## src/rtl/pack_i64_stream_if.sv

```systemverilog
// rtl/pack_i64_stream_if.sv - value-in / LEB128-byte-out stream bundle for pack_i64_stream
//
// Signals:
//   in_data   [63:0] signed value offered to the encoder
//   in_valid         in_data presented
//   in_ready         encoder can accept a value this cycle
//   out_byte  [7:0]  signed-LEB128 byte, bit 7 = continuation
//   out_valid        out_byte is valid
//   out_ready        sink accepts out_byte this cycle
//   out_last         out_byte is the final byte of the value
//   out_idx   [3:0]  byte index within the value (0..9)
// Modports: master = value source / byte sink side, slave = encoder side.

interface pack_i64_stream_if;
    logic [63:0] in_data;
    logic        in_valid;
    logic        in_ready;
    logic [7:0]  out_byte;
    logic        out_valid;
    logic        out_ready;
    logic        out_last;
    logic [3:0]  out_idx;

    modport master (
        output in_data, in_valid, out_ready,
        input  in_ready, out_byte, out_valid, out_last, out_idx
    );

    modport slave (
        input  in_data, in_valid, out_ready,
        output in_ready, out_byte, out_valid, out_last, out_idx
    );
endinterface

```

## src/rtl/pack_i64_stream.sv

```systemverilog
// rtl/pack_i64_stream.sv - signed 64-bit to signed-LEB128 byte stream encoder
//
// Ports:
//   clk  sole clock, rising edge
//   rst  asynchronous active-high reset
//   bus  pack_i64_stream_if.slave: value in (in_data/in_valid/in_ready),
//        bytes out (out_byte/out_valid/out_ready/out_last/out_idx)
//
// One value is held at a time. The held value is shifted right by 7 after
// each accepted byte; the final byte's handshake cycle can accept the next
// value so consecutive values stream without a bubble.

module pack_i64_stream (
    input  logic             clk,
    input  logic             rst,
    pack_i64_stream_if.slave bus
);

    typedef enum logic {
        IDLE = 1'b0,
        SEND = 1'b1
    } state_t;

    state_t             state;
    state_t             state_nx;
    logic signed [63:0] val;
    logic signed [63:0] val_nx;
    logic [3:0]         idx;
    logic [3:0]         idx_nx;

    logic               fin;
    logic               send;
    logic               ready;
    logic [56:0]        rest;

    // rest is the held value arithmetically shifted right by 7. The byte is
    // final once the remaining bits are pure sign extension of payload bit 6;
    // the 10th byte always qualifies but is forced for safety.
    assign rest = val[63:7];
    assign fin  = (idx == 4'd9)
               || ((rest == '0) && !val[6])
               || ((rest == '1) &&  val[6]);
    assign send = (state == SEND);

    always_ff @(posedge clk or posedge rst) begin
        if (rst) begin
            state <= IDLE;
        end else begin
            state <= state_nx;
        end
    end

    always_ff @(posedge clk or posedge rst) begin
        if (rst) begin
            val <= '0;
            idx <= '0;
        end else begin
            val <= val_nx;
            idx <= idx_nx;
        end
    end

    always_comb begin
        state_nx = state;
        val_nx   = val;
        idx_nx   = idx;
        ready    = 1'b0;
        if (state == IDLE) begin
            ready = 1'b1;
            if (bus.in_valid) begin
                state_nx = SEND;
                val_nx   = bus.in_data;
                idx_nx   = 4'd0;
            end
        end else begin
            if (bus.out_ready) begin
                if (!fin) begin
                    val_nx = {{7{val[63]}}, val[63:7]};
                    idx_nx = idx + 4'd1;
                end else begin
                    // Final byte leaving: a new value may slip in this cycle.
                    ready = 1'b1;
                    if (bus.in_valid) begin
                        val_nx = bus.in_data;
                        idx_nx = 4'd0;
                    end else begin
                        state_nx = IDLE;
                    end
                end
            end
        end
    end

    // Byte-side outputs depend only on registered state; zeroed when idle.
    assign bus.in_ready  = ready;
    assign bus.out_valid = send;
    assign bus.out_last  = send & fin;
    assign bus.out_byte  = send ? {~fin, val[6:0]} : 8'h00;
    assign bus.out_idx   = send ? idx : 4'd0;

endmodule

```

## src/flat_wrapper.sv

```systemverilog
// flat-port wrapper written by rule: the top's interface ports become plain ports
module pack_i64_stream_flat 
  (clk, rst, bus_in_data, bus_in_valid, bus_out_ready, bus_in_ready, bus_out_byte, bus_out_valid, bus_out_last, bus_out_idx);
  pack_i64_stream_if bus_i ();
  input  logic clk;
  input  logic rst;
  input wire logic [$bits(bus_i.in_data)-1:0] bus_in_data;
  input wire logic [$bits(bus_i.in_valid)-1:0] bus_in_valid;
  input wire logic [$bits(bus_i.out_ready)-1:0] bus_out_ready;
  output wire logic [$bits(bus_i.in_ready)-1:0] bus_in_ready;
  output wire logic [$bits(bus_i.out_byte)-1:0] bus_out_byte;
  output wire logic [$bits(bus_i.out_valid)-1:0] bus_out_valid;
  output wire logic [$bits(bus_i.out_last)-1:0] bus_out_last;
  output wire logic [$bits(bus_i.out_idx)-1:0] bus_out_idx;
  assign bus_i.in_data = bus_in_data;
  assign bus_i.in_valid = bus_in_valid;
  assign bus_i.out_ready = bus_out_ready;
  assign bus_in_ready = bus_i.in_ready;
  assign bus_out_byte = bus_i.out_byte;
  assign bus_out_valid = bus_i.out_valid;
  assign bus_out_last = bus_i.out_last;
  assign bus_out_idx = bus_i.out_idx;
  pack_i64_stream u_core (.clk(clk), .rst(rst), .bus(bus_i));
endmodule
```

## config.mk

```make
export PLATFORM = sky130hd
export DESIGN_NAME = pack_i64_stream_flat
export DESIGN_NICKNAME = d
export VERILOG_FILES = /design/src/rtl/pack_i64_stream_if.sv /design/src/rtl/pack_i64_stream.sv /design/src/flat_wrapper.sv
export SDC_FILE = /design/constraint.sdc
export NUM_CORES = 1
export LEC_CHECK = 0
export BUFFER_PORTS_ARGS = -buffer_cell sky130_fd_sc_hd__clkbuf_2
export CORE_MARGIN = 2
export CORE_UTILIZATION = 45
export CTS_CLUSTER_DIAMETER = 30
export DETAILED_ROUTE_END_ITERATION = 8
export PLACE_DENSITY = 0.69
export SYNTH_ARGS = -nofsm -noshare
export SYNTH_HDL_FRONTEND = slang
export SYNTH_SLANG_ARGS = --single-unit
export TNS_END_PERCENT = 100
```

## constraint.sdc

```tcl
create_clock -name clk -period 2.68 [get_ports clk]
set_input_delay 0.402 -clock clk [delete_from_list [all_inputs] [get_ports clk]]
set_output_delay 0.402 -clock clk [all_outputs]
set_load 0.02 [all_outputs]
```

# Word-level counts from Yosys, hierarchy flattened
# Cells that the tools add are included.
# word_totals
word_cells	35
input_bits	68
out_inout_bits	15
register_bits	69
# op_classes
mux	17
n_eq_ne	4
reduce_logical	7
n_addsub	1
bitwise	2
# op_table
op	count
64-bit 2-to-1 mux	4
57-bit equality test, second input constant	1
57-bit logical NOT	1
4-bit 2-to-1 mux	5
8-bit 2-to-1 mux	1
1-bit 2-to-1 mux	7
4-bit by 1-bit adder with 4-bit output, second input constant	1
4-bit equality test, second input constant	1
2-bit != test, second input constant	2
1-bit logical AND	2
1-bit logical OR	2
2-bit AND reduction	1
1-bit AND	1
1-bit logical NOT	1
1-bit NOT	1

# Logic depth before layout (Yosys ltp)
# Gate-level depths: netlist of run 1.
# logic_depth
depth_word	7
ltp_mapped	9
ltp_nobuf	6

# Worst setup path before layout of run 1
# Ideal clock, no wire load.
# synth_timing
path_type	flip-flop to flip-flop
from	reg u_core.val[47]
to	reg u_core.val[42]
t_arrival_ns	2.170
path_buffers	2
stages_incl_launch_ff	9
period_less_slack_ns	2.296
slack_ns	0.384
required_ns	2.554
cell_sequence	dfrtp_1 nor4_1 nand4_1 or4_1 and4b_1 buf_6 clkbuf_1 and2_1 a221o_1
# synth_between
elab_chain_cells	7
elab_cells_between_ends	9
# synth_lines
element	line_no	text
start: declaration	pack_i64_stream.sv:26	logic signed [63:0] val;
start signal: assignment	pack_i64_stream.sv:58	val <= val_nx;
57-bit logical NOT	pack_i64_stream.sv:41	|| ((rest == '0) && !val[6])
1-bit logical AND	pack_i64_stream.sv:41	
1-bit logical OR	pack_i64_stream.sv:41	
1-bit logical OR (*)	pack_i64_stream.sv:42	|| ((rest == '1) && val[6]);
64-bit 2-to-1 mux (*)	pack_i64_stream.sv:77	if (!fin) begin
64-bit 2-to-1 mux (*)	pack_i64_stream.sv:76	if (bus.out_ready) begin
64-bit 2-to-1 mux (*)	pack_i64_stream.sv:68	if (state == IDLE) begin
# Every way passes the cells marked *; elsewhere a longest branch is shown, timed or not. The select of a mux whose other input is x is not followed.
# A chain may end at the register's enable or synchronous reset.

# Worst setup path in the final report of run 1
# layout_timing
from	reg u_core.val[42]
to	out bus_out_byte[7]
# layout_between
elab_chain_cells	6
elab_cells_between_ends	8
# layout_lines
element	line_no	text
57-bit logical NOT	pack_i64_stream.sv:41	
1-bit logical AND	pack_i64_stream.sv:41	
1-bit logical OR	pack_i64_stream.sv:41	
1-bit logical OR (*)	pack_i64_stream.sv:42	
1-bit NOT (*)	pack_i64_stream.sv:98	assign bus.out_byte = send ? {~fin, val[6:0]} : 8'h00;
8-bit 2-to-1 mux (*)	pack_i64_stream.sv:98	
end: declaration	flat_wrapper.sv:11	output wire logic [$bits(bus_i.out_byte)-1:0] bus_out_byte;
# Every way passes the cells marked *; elsewhere a longest branch is shown, timed or not.

==> impl_results.md, run 1 <==
* Yosys warning count at 0
* F_max at ~390 MHz
* Share of layout cells above drive strength 1 at 0.376
* Die H at 90.6 microns
* Avg Cell Area, Syn at 11.6 sq um
* Final worst path period share at 0.966
* CP arrival at roughly 2.2 ns
* Sink Count at 69
* # fillers at approximately 630
* Met2 usage at 0.341
* CP Class: flop to output pin
* Sequential area share after synthesis at 0.511
* Hold Crit Class: input port to async pin
* P&R area growth vs syn at 30.8%
* Number of flops mapped to enable cells by yosys at 0
* CTS clk-pin slew, worst paths at about 0.070 ns
* Busiest layer in global routing: met2
* Avg WL per Cell at 18.0 microns
* Die width at 90.6 microns
* DP HPWL at 6240 microns
* Reg2reg path depth at 8
* Final setup vio count at 0
* Final ANT Viol Nets at 0
* H-tree level count at 3
* Setup TNS at 0 ns
* TritonCTS clock tree: yes
* DRC errors left at 0
* Synth Flop Type: dfrtp_1
* Pre-CTS setup slack at 0.0408 ns
* CTS Hold Bufs at 0
* CP startpoint kind: flop
* Gp weighted congestion at between 0.8 and 0.9
* Vias per std cell at 5.79
* Nets@finish at 465
* Final worst slack at just over 0.09 ns
* R2r endpoint: u_core.val[53]$_DFFE_PP0P_
* Slew margin rel. at 0.609
* Total power per unit cell area at between 1000 and 1500 nW/um^2
* Outcome: complete, no violations
* Root buf cell: clkbuf_8
* WL final at around 9000 microns
* DRT Pass-1 Iters at 4
* Cell area after synthesis at 3380 sq um
* Seq cells post-synth at 69
* Max clock buf depth at 2
* Reg2reg start: u_core.val[42]$_DFFE_PP0P_
* Die area at between 8000 and 9000 sq um
* Reg-to-reg slack, setup at approximately 0.13 ns
* Num CTS Buffers at 9
* Crit path time final at 2.59 ns
* Hold Slack at 0.0974 ns
* Max Slew Vio Count at 0
* GRT Util Overall at 0.223
* Initial antenna violation count at 0
* I/O Buffers at 82
* First-pass GRT wire length at 14400 microns
* Ports at 83
* Iter 0 DRT Violations at 179
* Most common cell after layout, fill and taps aside: clkbuf_2
* Ys async rst share at 1.00
* Critical Path RT at 2.28 ns
* Distinct cells, synth at 30
* Final hold viol count at 0
* Clk_skew at 0.0104 ns
* Grt met1 use at 0.312
* Largest net degree at the start of global routing at 38
* Row cnt at 31
* Fin cells at 498
* RSZ-0062 raised after global routing: yes
* Max Cap Violations at 0
* Critical Path End Type: output pin
* Total gr overflow at 0
* Via count at 2881
* Post-Syn Nets at roughly 360
* Commonest cells after routing, fill and taps aside: clkbuf_2, dfrtp_1, a221o_1
* Pleak at 0.00213 uW
* Actual slew at the worst max-slew pin at a little under 0.6 ns
* Initial Utilization at 0.465
* Antenna fix cells at 0
* Post-Syn Instances at 292
* Core area at 7250 sq um
* Power consumption at 4580 uW
* Placed cells at 474
* Clock Latency Late Sink at 0.34 ns
* Max FO, Critical Path at 4
* Peak supply drop at 0.422 mV
* Met3 GRT Util at 0.0451
* Vias in the first global route at between 2000 and 3000
[per-layer routing]
metal  routed length [microns]  part of all wire
met5                         0                 0
met1                      4100              0.46
met3                       487             0.054
met2                      4270              0.48
met4                       102             0.011
[synth_stat cells (3+ instances only)]
cell type,instances,area share
and2_1,42,0.078
clkbuf_1,4,0.0044
dfrtp_1,69,0.51
buf_6,5,0.017
a221o_1,63,0.19
and2_0,25,0.046
buf_2,13,0.019
nand4_1,18,0.033
nand3_1,3,0.0044
nor4_1,17,0.032
nor2b_1,3,0.0056
nor2_1,3,0.0033
inv_1,4,0.0044
nand2_1,4,0.0044
[report_power, final]
part           internal [uW]  total (uW)  switching, uW  leakage [uW]
logic                    980        1700            722       0.00110
clock network            543         928            385      0.000105
registers               1470        1950            478      0.000917
[critical path: stages, from the launching register on]
cell and delay [ns]:
dfrtp_1 0.42, nor4_2 0.30, buf_4 0.15, nand4_1 0.10, or4_4 0.49, nand3_4 0.11
buf_6 0.11, nor2_2 0.03, buf_6 0.13
[what timing repair did]
action | CTS | global route
endpoints found under the hold margin | 0 | 0
setup endpoints to repair | 4 | 27
gates resized for setup | 10 | 20
setup buffers | 6 | 4
pin swaps | 4 | 6
gates cloned | 0 | 0
[how the worst max path moves through the flow]
stage                               start                          to  depth (start not counted)
6_report       u_core.val[42]$_DFFE_PP0P_             bus_out_byte[7]                          8
5_1_grt        u_core.val[42]$_DFFE_PP0P_                bus_in_ready                          8
4_1_cts        u_core.val[38]$_DFFE_PP0P_                bus_in_ready                          8
3_5_place_dp   u_core.val[35]$_DFFE_PP0P_  u_core.val[21]$_DFFE_PP0P_                          8
3_3_place_gp   u_core.val[35]$_DFFE_PP0P_   u_core.val[6]$_DFFE_PP0P_                          8
2_1_floorplan  u_core.val[47]$_DFFE_PP0P_  u_core.val[42]$_DFFE_PP0P_                          8
[through the flow]
stage | utilization | cell area (sq um)
5_1_grt | 0.609 | 4420
6_report | 0.609 | 4420
3_3_place_gp | 0.553 | 4010
2_1_floorplan | - | 3380
3_5_place_dp | 0.553 | 4010
4_1_cts | 0.596 | 4320
[cell families (layout without fill, tap and decap cells)]
group | count (synthesis) | in the layout | share of synthesized area
simple gates | 120 | 120 | 0.218
mux | 2 | 2 | 0.00667
buf+inv | 27 | 134 | 0.0463
compound gates | 71 | 71 | 0.208
xor+xnor | 1 | 1 | 0.00259
flops | 69 | 69 | 0.511
fa+ha+maj | 2 | 2 | 0.00741
[registers in the layout (all words and copies together), names as in the netlist]
register and flops:
u_core.bus.out_valid 1, u_core.val 64, u_core.idx 4
[cell type report]
cell class	instances	area [sq um]	share of cell area
repair buffers	115	747	0.169
flip-flops and latches	69	1730	0.392
well taps	99	124	0.0280
inverters	4	15.0	0.00340
clock buffers	11	141	0.0320
multi-input cells	196	1590	0.359
clock inverters	4	72.6	0.0164
(Power assumes the default switching activity.)
==> inputs of run 2 (changes only) <==
--- a/config.mk
+++ b/config.mk
@@ -6,11 +6,13 @@
 export NUM_CORES = 1
 export LEC_CHECK = 0
 export BUFFER_PORTS_ARGS = -buffer_cell sky130_fd_sc_hd__clkbuf_2
+export CELL_PAD_IN_SITES_DETAIL_PLACEMENT = 1
+export CELL_PAD_IN_SITES_GLOBAL_PLACEMENT = 2
 export CORE_MARGIN = 2
-export CORE_UTILIZATION = 45
+export CORE_UTILIZATION = 34
 export CTS_CLUSTER_DIAMETER = 30
 export DETAILED_ROUTE_END_ITERATION = 8
-export PLACE_DENSITY = 0.69
+export PLACE_DENSITY_LB_ADDON = 0.1
 export SYNTH_ARGS = -nofsm -noshare
 export SYNTH_HDL_FRONTEND = slang
 export SYNTH_SLANG_ARGS = --single-unit
==> run 2 against run 1 <==
  * Largest cell class unchanged
  * Critical path type unchanged
  * First-iteration DRC count shrank 34%
  * Setup slack lost 0.044 ns
  * Cell area grew 0.31%
  * Sequential power is essentially flat
  * Utilization shrank 15 points
==> impl_results.md, run 2 (same netlist as run 1, synthesis figures left out) <==
* Crit path largest cell delay at 0.58 ns (+0.09 ns)
* CP startpoint kind: flop
* Met2 routed WL at 5040 microns (+18%)
* Outcome: complete, no violations
* Root buf cell: clkbuf_8
* Die area at 10700 sq um (+31%)
* WL final at 10400 microns (+16%)
* Row cnt at 36 (+16%)
* Iter 0 DRT Violations at 118 (-34%)
* Share of layout cells above drive strength 1 at 0.368 (-0.00844)
* Largest net degree at the start of global routing at 70 (+84%)
* Uppermost layer routed: met4
* Ports at 83 (unchanged)
* Actual slew at the worst max-slew pin at 0.429 ns (-0.157 ns)
* Total gr overflow at 0 (unchanged)
* P&R area growth vs syn at 31.2%
* Sequential standard cell area at 1730 sq um (-0.14%)
* I/O Buffers at 82 (unchanged)
* Part of the power in registers at 0.431 (+0.005)
* Psw at 1680 uW (+5.8%)
* Sink Count at 69 (unchanged)
* Max clock buf depth at 2 (unchanged)
* Pre-CTS setup slack at 0.0208 ns (-0.0201 ns)
* Critical Path End Type: output pin
* TritonCTS clock tree: yes
* Die width at 104 microns (+14%)
* CP Class: flop to output pin
* Final setup vio count at 0 (unchanged)
* DP HPWL at 7140 microns (+14%)
* Clk_skew at 0.0185 ns (+0.00815 ns)
* Final ANT Viol Nets at 0 (unchanged)
* Area after DPL at 4080 sq um (+1.7%)
* CP max stage cell: or4_4
* Initial antenna violation count at 0 (unchanged)
* Core area at 9680 sq um (+34%)
* Reg-to-reg slack, setup at 0.10 ns (-0.03 ns)
* Setup TNS at 0 ns (unchanged)
* H-tree level count at 3 (unchanged)
* Max reg flops at 64 (unchanged)
* Most common cell after layout, fill and taps aside: clkbuf_2
* Via count at 2879 (-0.069%)
* Initial Utilization at 0.349 (-0.117)
* GRT Util Overall at 0.194 (-0.0293)
* Critical Path RT at 2.28 ns (about the same)
* RSZ-0062 raised after global routing: yes
* Final instance area at 4430 sq um (+0.31%)
* Max Slew Vio Count at 0 (unchanged)
* Clk pwr share at 0.183 (-0.020)
* DRT Pass-1 Iters at 4 (unchanged)
* Slew margin rel. at 0.714 (+0.105)
* Final worst path period share at 0.982 (+0.0162)
* Total power per unit cell area at 1030 nW/um^2 (-0.92%)
* Sw frac at 0.368 (+0.0224)
* Avg WL per Cell at 19.4 microns (+8.0%)
* CTS clk-pin slew, worst paths at 0.08 ns (about the same)
* Vias per std cell at 5.40 (-6.6%)
* Nets@finish at 465 (unchanged)
* CP Cell Sequence: nor4_4, nand3_1, or4_4, nand3_2, nand2_1, nand2_1, clkbuf_8
* Vias in the first global route at 3057 (+6.0%)
* Gp weighted congestion at 0.758 (-8.2%)
* Hold Crit Class: input port to async pin
* CP arrival at 2.23 ns (+0.04 ns)
* Final worst slack at 0.0481 ns (-0.0435 ns)
* Max Cap Violations at 0 (unchanged)
* Cell-internal power at 2880 uW (-4.0%)
* DRC errors left at 0 (unchanged)
* Top cell by count, worst path: nand2_1
* CTS Hold Bufs at 0 (unchanged)
* Peak supply drop at 0.356 mV (-16%)
* # fillers at 1077 (+71%)
* Reg with most FFs: u_core.val
* Final core utilization at 0.457 (-0.151)
* Num CTS Buffers at 9 (unchanged)
* First-pass GRT wire length at 16300 microns (+13%)
* Commonest cells after routing, fill and taps aside: clkbuf_2, dfrtp_1, a221o_1
* Pleak at 0.00212 uW (-0.34%)
* Antenna fix cells at 0 (unchanged)
* Crit path time final at 2.63 ns (+0.0435 ns)
* Wl on met1 at 4720 microns (+15%)
* Power consumption at 4550 uW (-0.61%)
* Metal3 WL at 411 microns (-16%)
* Area of the multi-input gates at 1600 sq um (+0.55%)
* F_max at 380 MHz (-1.7%)
* Max FO, Critical Path at 3 (-1)
* Logic pwr share at 0.386 (+0.014)
* Final hold viol count at 0 (unchanged)
* Die H at 104 microns (+14%)
* Clock Latency Late Sink at 0.35 ns (about the same)
## run 2: changes by cell type in the layout (fill, tap and decap cells not counted), sizes merged
cell,previous run,this run
buf,36,32
clkinv,1,3
clkinvlp,1,0
bufinv,2,1
clkbuf,90,95
## run 2: area by class of cell
| class | instances | area share |
|---|---|---|
| clock buffers | 12 | 0.0305 |
| repair buffers | 115 | 0.167 |
| flip-flops and latches | 69 | 0.390 |
| well taps | 133 | 0.0376 |
| inverters | 4 | 0.00339 |
| clock inverters | 4 | 0.0110 |
| multi-input cells | 196 | 0.360 |
## run 2: timing repair
action / in CTS / in global routing
setup endpoints to repair: 3 / 69
gates resized for setup: 15 / 5
pin swaps: 3 / 1
setup buffers: 1 / 2
gates cloned: 0 / 2
## run 2: worst max-delay path: cells and delay by family (launching register included)
family / cells / cell delay [ns]
and+or+nand+nor: 6 / 1.32
DFF: 1 / 0.41
buffers and inverters: 1 / 0.15
## run 2: power by group through the flow
stage | Combinational, uW | Clock (uW) | Sequential [uW]
floorplan | 1000 | 0 | 1790
global placement | 1580 | 0 | 1890
detailed placement | 1610 | 0 | 1900
CTS | 1730 | 857 | 1950
global route | 1920 | 894 | 2020
finish | 1760 | 835 | 1960
## run 2: layer usage
metal  vias up  global-route usage
li1       1352                   -
met1      1447               0.263
met5         -                   0
met2        65               0.313
met4         0              0.0666
met3        15              0.0346
## run 2: per-stage QoR
step	hold slack, ns	std cells
after detailed placement	0.490	513
after floorplan	0.470	292
after CTS	0.121	529
final	0.105	533
after global placement	0.488	513
after global routing	0.120	533
## run 2: worst paths after layout
path,from,endpoint,cells after the start
worst max-delay path,u_core.val[31]$_DFFE_PP0P_,bus_in_ready,7
worst min-delay path,rst,u_core.bus.out_valid$_DFF_PP0_,3
worst max register to register,u_core.val[31]$_DFFE_PP0P_,u_core.val[15]$_DFFE_PP0P_,9
worst min register to register,u_core.val[2]$_DFFE_PP0P_,u_core.val[2]$_DFFE_PP0P_,1
max in group asynchronous,rst,u_core.val[11]$_DFFE_PP0P_,3
min in group clk,bus_in_data[23],u_core.val[23]$_DFFE_PP0P_,2
